$ cat src/rtl/dice_craps_ctrl_pkg.sv
// Shared types and constants for the two-die craps sequencer.
// Latency: n/a (types, constants and a pure function only).
// Backpressure: n/a.
package dice_pkg;

   typedef enum logic [2:0] {
      S_IDLE,
      S_ROLL1,
      S_EVAL1,
      S_POINT,
      S_ROLLN,
      S_EVALN,
      S_WIN,
      S_LOSE
   } craps_state_t;

   typedef logic [2:0] die_t;

   localparam logic [3:0] SUM_SEVEN  = 4'd7;
   localparam logic [3:0] SUM_ELEVEN = 4'd11;
   localparam logic [3:0] SUM_TWO    = 4'd2;
   localparam logic [3:0] SUM_THREE  = 4'd3;
   localparam logic [3:0] SUM_TWELVE = 4'd12;

   // One step of a die face: 1..6, then back to 1.
   function automatic die_t next_die(input die_t d);
      return (d == 3'd6) ? 3'd1 : d + 3'd1;
   endfunction

endpackage

$ cat src/rtl/dice_craps_ctrl_if.sv
// Board-side bundle for the craps sequencer: raw button in, dice/score/LED outputs.
// Latency: n/a (wiring only).
// Backpressure: none; all outputs are levels or single-cycle pulses.
// Ports: roll_btn (raw button), die_a/die_b, sum/sum_valid, point, roll_cnt,
//        win/lose, state_o. master = sequencer side, slave = board/display side.
interface dice_craps_ctrl_if;
   import dice_pkg::*;

   logic       roll_btn;
   die_t       die_a;
   die_t       die_b;
   logic [3:0] sum;
   logic       sum_valid;
   logic [3:0] point;
   logic [7:0] roll_cnt;
   logic       win;
   logic       lose;
   logic [2:0] state_o;

   modport master (
      input  roll_btn,
      output die_a, die_b, sum, sum_valid, point, roll_cnt, win, lose, state_o
   );

   modport slave (
      output roll_btn,
      input  die_a, die_b, sum, sum_valid, point, roll_cnt, win, lose, state_o
   );

endinterface

$ cat src/rtl/dice_craps_ctrl_debounce.sv
// Two-flop synchronizer plus counter debounce for the roll push-button.
// Latency: 2 sync cycles + DB_LIMIT stable cycles before db_level/db_rise/db_fall move.
// Backpressure: none; db_rise/db_fall are single-cycle pulses on db_level edges.
// Ports: sys_clk, reset (async active-low), btn_raw (asynchronous input),
//        db_level (settled level), db_rise/db_fall (edge pulses, aligned with db_level).
module btn_debounce #(
   parameter int DB_LIMIT = 50000,
   parameter int DB_W     = 16
) (
   input  logic sys_clk,
   input  logic reset,
   input  logic btn_raw,
   output logic db_level,
   output logic db_rise,
   output logic db_fall
);

   logic            sync1;
   logic            sync2;
   logic [DB_W-1:0] cnt;

   always_ff @(posedge sys_clk or negedge reset) begin
      if (!reset) begin
         sync1    <= 1'b0;
         sync2    <= 1'b0;
         cnt      <= '0;
         db_level <= 1'b0;
         db_rise  <= 1'b0;
         db_fall  <= 1'b0;
      end else begin
         sync1   <= btn_raw;
         sync2   <= sync1;
         db_rise <= 1'b0;
         db_fall <= 1'b0;
         if (sync2 != db_level) begin
            // cnt counts prior disagreeing cycles; the DB_LIMIT-th one flips the level.
            if (cnt == DB_W'(DB_LIMIT - 1)) begin
               cnt      <= '0;
               db_level <= sync2;
               db_rise  <= sync2;
               db_fall  <= ~sync2;
            end else begin
               cnt <= cnt + 1'b1;
            end
         end else begin
            cnt <= '0;
         end
      end
   end

endmodule

$ cat src/rtl/dice_craps_ctrl.sv
// Craps game sequencer: debounced button spins two dice, release latches the roll, FSM scores it.
// Latency: db_fall at t -> sum/sum_valid at t+1, win/lose/point at t+2; db_rise at t -> roll state at t+1.
// Backpressure: none; presses outside IDLE/POINT/WIN/LOSE are dropped, not queued.
// Ports: sys_clk, reset (async active-low), bus (dice_craps_ctrl_if.master: roll_btn in;
//        die_a, die_b, sum, sum_valid, point, roll_cnt, win, lose, state_o out).
module dice_craps_ctrl
   import dice_pkg::*;
#(
   parameter int DB_LIMIT = 50000,
   parameter int DB_W     = 16
) (
   input  logic               sys_clk,
   input  logic               reset,
   dice_craps_ctrl_if.master  bus
);

   logic       db_level;
   logic       db_rise;
   logic       db_fall;
   logic [2:0] state;
   die_t       die_a;
   die_t       die_b;
   logic [3:0] sum;
   logic       sum_valid;
   logic [3:0] point;
   logic [7:0] roll_cnt;
   logic       press;
   logic       release_ev;
   logic       rolling;
   logic [3:0] dice_sum;

   btn_debounce #(
      .DB_LIMIT (DB_LIMIT),
      .DB_W     (DB_W)
   ) u_debounce (
      .sys_clk  (sys_clk),
      .reset    (reset),
      .btn_raw  (bus.roll_btn),
      .db_level (db_level),
      .db_rise  (db_rise),
      .db_fall  (db_fall)
   );

   // A press/release only counts when the settled level agrees with the edge pulse.
   assign press      = db_rise & db_level;
   assign release_ev = db_fall & ~db_level;
   assign rolling    = (state == S_ROLL1) || (state == S_ROLLN);
   assign dice_sum   = {1'b0, die_a} + {1'b0, die_b};

   // Dice behave as a two-digit base-6 counter: die_b carries when die_a wraps.
   always_ff @(posedge sys_clk or negedge reset) begin
      if (!reset) begin
         die_a <= 3'd1;
         die_b <= 3'd1;
      end else if (rolling) begin
         die_a <= next_die(die_a);
         if (die_a == 3'd6) begin
            die_b <= next_die(die_b);
         end
      end
   end

   always_ff @(posedge sys_clk or negedge reset) begin
      if (!reset) begin
         state     <= S_IDLE;
         sum       <= 4'd0;
         sum_valid <= 1'b0;
         point     <= 4'd0;
         roll_cnt  <= 8'd0;
      end else begin
         sum_valid <= 1'b0;
         case (state)
            S_IDLE: begin
               if (press) state <= S_ROLL1;
            end
            S_ROLL1, S_ROLLN: begin
               if (release_ev) begin
                  sum       <= dice_sum;
                  sum_valid <= 1'b1;
                  if (roll_cnt != 8'hFF) roll_cnt <= roll_cnt + 8'd1;
                  state <= (state == S_ROLL1) ? S_EVAL1 : S_EVALN;
               end
            end
            S_EVAL1: begin
               if (sum == SUM_SEVEN || sum == SUM_ELEVEN) begin
                  state <= S_WIN;
               end else if (sum == SUM_TWO || sum == SUM_THREE || sum == SUM_TWELVE) begin
                  state <= S_LOSE;
               end else begin
                  point <= sum;
                  state <= S_POINT;
               end
            end
            S_POINT: begin
               if (press) state <= S_ROLLN;
            end
            S_EVALN: begin
               // Seven is never a point, so the point match is checked first safely.
               if (sum == point)          state <= S_WIN;
               else if (sum == SUM_SEVEN) state <= S_LOSE;
               else                       state <= S_POINT;
            end
            S_WIN, S_LOSE: begin
               // Point stays on display after the game ends; a new press starts fresh.
               if (press) begin
                  point    <= 4'd0;
                  roll_cnt <= 8'd0;
                  state    <= S_ROLL1;
               end
            end
            default: state <= S_IDLE;
         endcase
      end
   end

   assign bus.die_a     = die_a;
   assign bus.die_b     = die_b;
   assign bus.sum       = sum;
   assign bus.sum_valid = sum_valid;
   assign bus.point     = point;
   assign bus.roll_cnt  = roll_cnt;
   assign bus.win       = (state == S_WIN);
   assign bus.lose      = (state == S_LOSE);
   assign bus.state_o   = state;

endmodule

$ cat src/flat_wrapper.sv
// flat-port wrapper written by rule: the top's interface ports become plain ports
module dice_craps_ctrl_flat import dice_pkg::*;
#(
   parameter int DB_LIMIT = 50000,
   parameter int DB_W     = 16
)
  (sys_clk, reset, bus_roll_btn, bus_die_a, bus_die_b, bus_sum, bus_sum_valid, bus_point, bus_roll_cnt, bus_win, bus_lose, bus_state_o);
  dice_craps_ctrl_if bus_i ();
  input  logic sys_clk;
  input  logic reset;
  input wire logic [$bits(bus_i.roll_btn)-1:0] bus_roll_btn;
  output wire logic [$bits(bus_i.die_a)-1:0] bus_die_a;
  output wire logic [$bits(bus_i.die_b)-1:0] bus_die_b;
  output wire logic [$bits(bus_i.sum)-1:0] bus_sum;
  output wire logic [$bits(bus_i.sum_valid)-1:0] bus_sum_valid;
  output wire logic [$bits(bus_i.point)-1:0] bus_point;
  output wire logic [$bits(bus_i.roll_cnt)-1:0] bus_roll_cnt;
  output wire logic [$bits(bus_i.win)-1:0] bus_win;
  output wire logic [$bits(bus_i.lose)-1:0] bus_lose;
  output wire logic [$bits(bus_i.state_o)-1:0] bus_state_o;
  assign bus_i.roll_btn = bus_roll_btn;
  assign bus_die_a = bus_i.die_a;
  assign bus_die_b = bus_i.die_b;
  assign bus_sum = bus_i.sum;
  assign bus_sum_valid = bus_i.sum_valid;
  assign bus_point = bus_i.point;
  assign bus_roll_cnt = bus_i.roll_cnt;
  assign bus_win = bus_i.win;
  assign bus_lose = bus_i.lose;
  assign bus_state_o = bus_i.state_o;
  dice_craps_ctrl #(.DB_LIMIT(DB_LIMIT), .DB_W(DB_W)) u_core (.sys_clk(sys_clk), .reset(reset), .bus(bus_i));
endmodule
$ cat config.mk
export PLATFORM = sky130hd
export DESIGN_NAME = dice_craps_ctrl_flat
export DESIGN_NICKNAME = d
export VERILOG_FILES = /design/src/rtl/dice_craps_ctrl_pkg.sv /design/src/rtl/dice_craps_ctrl_if.sv /design/src/rtl/dice_craps_ctrl_debounce.sv /design/src/rtl/dice_craps_ctrl.sv /design/src/flat_wrapper.sv
export SDC_FILE = /design/constraint.sdc
export NUM_CORES = 1
export LEC_CHECK = 0
export ABC_AREA = 1
export BUFFER_PORTS_ARGS = -buffer_cell sky130_fd_sc_hd__buf_2
export CAP_MARGIN = 10
export CORE_UTILIZATION = 45
export CTS_CLUSTER_DIAMETER = 150
export DETAILED_ROUTE_END_ITERATION = 10
export MAX_ROUTING_LAYER = met4
export PLACE_DENSITY = 0.64
export RECOVER_POWER = 100
export SYNTH_ARGS = -nofsm -noshare
export SYNTH_HDL_FRONTEND = slang
export SYNTH_SLANG_ARGS = --single-unit
$ cat constraint.sdc
create_clock -name sys_clk -period 1.4 [get_ports sys_clk]
set_input_delay 0.21 -clock sys_clk [delete_from_list [all_inputs] [get_ports sys_clk]]
set_output_delay 0.21 -clock sys_clk [all_outputs]
set_load 0.01 [all_outputs]
# After elaboration in Yosys (flattened, before gate mapping)
# Cells that the tools add are included.
[word_totals]
regBits = 47
in_bits = 3
output_inout_bits = 28
wordCells = 90
[op_classes]
addsub = 5
eq_ne = 25
mux = 27
bitwise = 4
reduce_logical = 16
[ops]
columns = ["cell", "count"]
rows = [
  ["$mux W16", 2],
  ["$mux W3", 10],
  ["$mux W8", 3],
  ["$eq A3 B3 Y1 const B", 6],
  ["$add A16 B1 Y16 const B", 1],
  ["$eq A16 B16 Y1 const B", 1],
  ["$pmux W8 S2", 1],
  ["$pmux W3 S5", 1],
  ["$mux W4", 3],
  ["$ne A2 B1 Y1 const B", 5],
  ["$add A8 B1 Y8 const B", 1],
  ["$eq A4 B2 Y1 const B", 2],
  ["$eq A4 B4 Y1 const B", 2],
  ["$ne A8 B8 Y1 const B", 1],
  ["$pmux W4 S2", 1],
  ["$reduce_and A4 Y1", 2],
  ["$add A3 B1 Y3 const B", 2],
  ["$eq A3 B2 Y1 const B", 2],
  ["$mux W1", 6],
  ["$reduce_and A2 Y1", 3],
  ["$add A3 B3 Y4", 1],
  ["$eq A4 B3 Y1 const B", 1],
  ["$eq A4 B4 Y1", 1],
  ["$logic_or A1 B1 Y1", 4],
  ["10 further kinds", 15],
]

# Longest topological paths before layout
[depth]
word_depth = 6
mapped_depth = 11
ltp_nobuf = 10

# Cells and area by module
# A second synthesis with hierarchy kept.
[unflattened]
cells_unflattened = 361
hier_area_um2 = 2757.6
[by_module_without_submodules]
columns = ["module", "instances", "cells_per_inst", "area_per_inst_um2", "seq_area_each_um2"]
rows = [
  ["dice_craps_ctrl", 1, 227, 1659.1, 653.1],
  ["btn_debounce", 1, 134, 1098.6, 525.5],
]

# Least setup slack after synthesis
# Ideal clock, no wire load.
[synth_path]
path_kind = "reg-to-reg"
from = "reg u_core.die_a[0] (netlist: u_core.bus.die_a[0])"
to = "reg u_core.sum[2] (netlist: u_core.bus.sum[2])"
t_arrival_ns = 1.450
setup_slack_ns = -0.132
stages_incl_launch_ff = 6
path_buffers = 0
synth_period_minus_slack_ns = 1.532
cell_sequence = "dfstp_2 -> ha_1 -> inv_1 -> fa_1 -> xor2_1 -> o21ai_0"
[synth_via]
elab_chain_len = 1
[synth_rtl]
columns = ["item", "line_no", "rtl"]
rows = [
  ["from (decl)", "dice_craps_ctrl.sv:21", "die_t die_a;"],
  ["from (signal assigned)", "dice_craps_ctrl.sv:56", "die_a <= next_die(die_a);"],
  ["$add A3 B3 Y4", "dice_craps_ctrl.sv:48", "assign dice_sum = {1'b0, die_a} + {1'b0, die_b};"],
  ["to (signal assigned)", "dice_craps_ctrl.sv:78", "sum <= dice_sum;"],
  ["to (decl)", "dice_craps_ctrl.sv:23", "logic [3:0] sum;"],
]
# Every way passes these cells.
# A chain may end at the register's enable or synchronous reset.

# Worst setup path after layout
# Ends and elaborated chain as after synthesis.

==> flow_summary.toml <==
[outcome]
outcome = "complete, no violations"

[layout]
syn_to_final_growth_pct = 28.9
multi_input_area_um2 = 1410
diodes = 0
utilization_pct = 61.2
final_cell_area_um2 = 3430
regArea_um2 = 1180
n_fill_cell = 528
drive_above_1_share_pct = 29.1
num-nets-final = 434

[synth]
ys_ff_latch = 47
async_flop_share_pct = 100
synth_enable_flop_cells = 0
yosysWarnings = 0
synthFlopType = "dfrtp_1"
synth_nets = 359
syn_area_per_cell_um2 = 7.61
yosysUniqueCellTypes = 34
syn-cell-area_um2 = 2660
syn_inst = 350
seq_area_frac_synth_pct = 44.3

[pwr]
p_per_area_nw_per_um2 = 682
power.static_leakage_nw = 1.67
total_power_w = 0.00234
vdd_drop_max_mv = 0.373

[die]
num_rows = 27
fp.dieW_um = 78.9
io_pins = 31
coreArea_um2 = 5610
die_area_um2 = 6230
die_y_um = 78.9
start_util_pct = 47.5

[clocking]
cts_buffers = 5
clk_latency_ps = 300
cts_tree = "done"
htree_levels = 2
cts_root_buf = "clkbuf_8"
cts_max_path_buffers = 2
clk_pin_slew_ps = 80
cts.sinks = 47

[route]
antenna_left = 0
viasPerCell = 4.79
wl_per_cell_um = 11.0
wl_um = 5490
drtPass1Iterations = 4
drt_iter0_markers = 81
via_count = 2385
drc = 0

[setup_path]
cp.arrival_ps = 1620
critPathCaptureType = "register"
cp_max_fo = 2
critPathLaunchType = "register"
crit_required_ps = 1620
crit_type = "reg -> reg"

[global_route]
grt_overflow = 0
top_usage_layer = "met2"
grt_pass1_vias = 2145
grt_pass1_wl_um = 9050
antenna_found_initial = 0
grt_util_met2_pct = 31.0
use_met1_pct = 23.9
use_met3_pct = 3.79
grt_max_degree = 48
track_usage_pct = 19.0

[placement]
place_congestion = 0.927
pre_cts_slack_ps = -24.2
dp_hpwl_um = 3820
placed_cell_area_um2 = 3160
numPortBuffers = 30

[sta]
fin_ws_ps = 5.15
worst-slew-pin-transition_ps = 637
rsz0062_at_grt = "yes"
finalHoldViolations = 0
period_share_pct = 99.6
finalSetupViolations = 0
slew_headroom_pct = 57.5
skew_ps = 6.86
fmax_mhz = 717
maxSlewViolCount = 0
period_needed_ps = 1390

[job]
cap_violations = 0

[min_path]
hp-class = "in -> reg"
-- what timing repair did --
item	CTS	global route
setup buffers	0	4
pin swaps	4	14
setup endpoints to repair	12	35
hold buffers	1	0
cloned	0	1
resized for setup	3	46
endpoints found under the hold margin	45	0
-- worst paths after layout --
check                                                  start                                end  slack, ps  cells past startpoint
setup / recovery             u_core.bus.die_a[0]$_DFFE_PN1N_      u_core.bus.sum[2]$_DFFE_PN0P_          5                      5
hold / removal                                  bus_roll_btn  u_core.u_debounce.sync1$_DFF_PN0_         10                      1
setup reg to reg             u_core.bus.die_a[0]$_DFFE_PN1N_      u_core.bus.sum[2]$_DFFE_PN0P_          5                      5
max in group asynchronous                              reset  u_core.bus.state_o[0]$_DFFE_PN0P_        370                      3
hold reg to reg            u_core.u_debounce.sync1$_DFF_PN0_  u_core.u_debounce.sync2$_DFF_PN0_        350                      0
min in group asynchronous                              reset    u_core.bus.point[2]$_DFFE_PN0P_        580                      3
-- final cells by class --
class / instances / share of cell area [%]
tap: 72 / 2.63
inverter: 49 / 5.58
sequential: 47 / 34.5
timing repair buffer: 71 / 13.1
clock buffer: 8 / 2.92
multi-input combinational: 251 / 41.2
-- Yosys cell counts (3+ instances only) --
master   instances  share of area [%]
a21oi_1          6                1.1
nand2_1         94                 13
o21ai_0         10                1.9
o21ai_2          3               0.99
ha_1             5                2.3
xor2_1          11                3.6
nand3_1         26                4.9
nor2_1          48                6.8
nand4_1          3               0.70
dfrtp_1         45                 42
o21ai_1          6                1.1
nand2_2          6                1.4
inv_1           46                6.5
nor3_1          13                2.4
-- registers in the layout, indices dropped and copies added, names as in the netlist, 3 cells and up --
| signal | count |
|---|---|
| u_core.bus.die_a | 3 |
| u_core.bus.die_b | 3 |
| u_core.bus.point | 4 |
| u_core.bus.roll_cnt | 8 |
| u_core.bus.state_o | 3 |
| u_core.bus.sum | 4 |
| u_core.u_debounce.cnt | 16 |
-- worst max-delay path: stages (launching register included) --
cell     delay, ps
dfstp_2        560
ha_4           140
inv_2           30
fa_2           320
xor2_1         140
o21ai_1        120
-- per-stage QoR --
| stage | setup TNS [ps] | cells | hold WS, ps |
|---|---|---|---|
| 2_1_floorplan | -97.7 | 350 | -85.6 |
| 3_3_place_gp | -40.4 | 484 | 212 |
| 3_5_place_dp | -70.1 | 484 | 213 |
| 4_1_cts | 0 | 493 | 2.29 |
| 5_1_grt | -353 | 498 | 1.41 |
| 6_report | 0 | 498 | 14.1 |
-- routing by layer --
layer	wire length (um)	share of wire, %
met3	162	3.0
met2	2660	48
met5	0	0
met4	67	1.2
met1	2600	47
-- logic make-up after synthesis --
| kind of cell | Yosys count | share of synthesized area [%] |
|---|---|---|
| adder cells (fa/ha/maj) | 6 | 3.10 |
| buffers and inverters | 53 | 8.41 |
| AO/OA/AOI/OAI | 27 | 5.59 |
| flip-flops | 47 | 44.3 |
| XOR/XNOR | 12 | 3.95 |
| AND/OR/NAND/NOR | 205 | 34.7 |
-- cells in the final DEF, fill, tap and decap left out, types with 11 or more instances in the layout --
master | Yosys | layout
nor3_1 | 13 | 11
clkbuf_1 | 1 | 13
dfrtp_1 | 45 | 40
nand2_1 | 94 | 88
xor2_1 | 11 | 11
buf_4 | 0 | 36
buf_2 | 1 | 19
nand3_1 | 26 | 18
inv_1 | 46 | 38
nor2_1 | 48 | 47
-- power breakdown --
part           switching, W  internal [W]  leakage (nW)  total [W]
registers        0.00000831       0.00137         0.634    0.00137
logic             0.0000491     0.0000245         0.989  0.0000736
clock network      0.000441      0.000451        0.0515   0.000892
(Power assumes the default switching activity.)
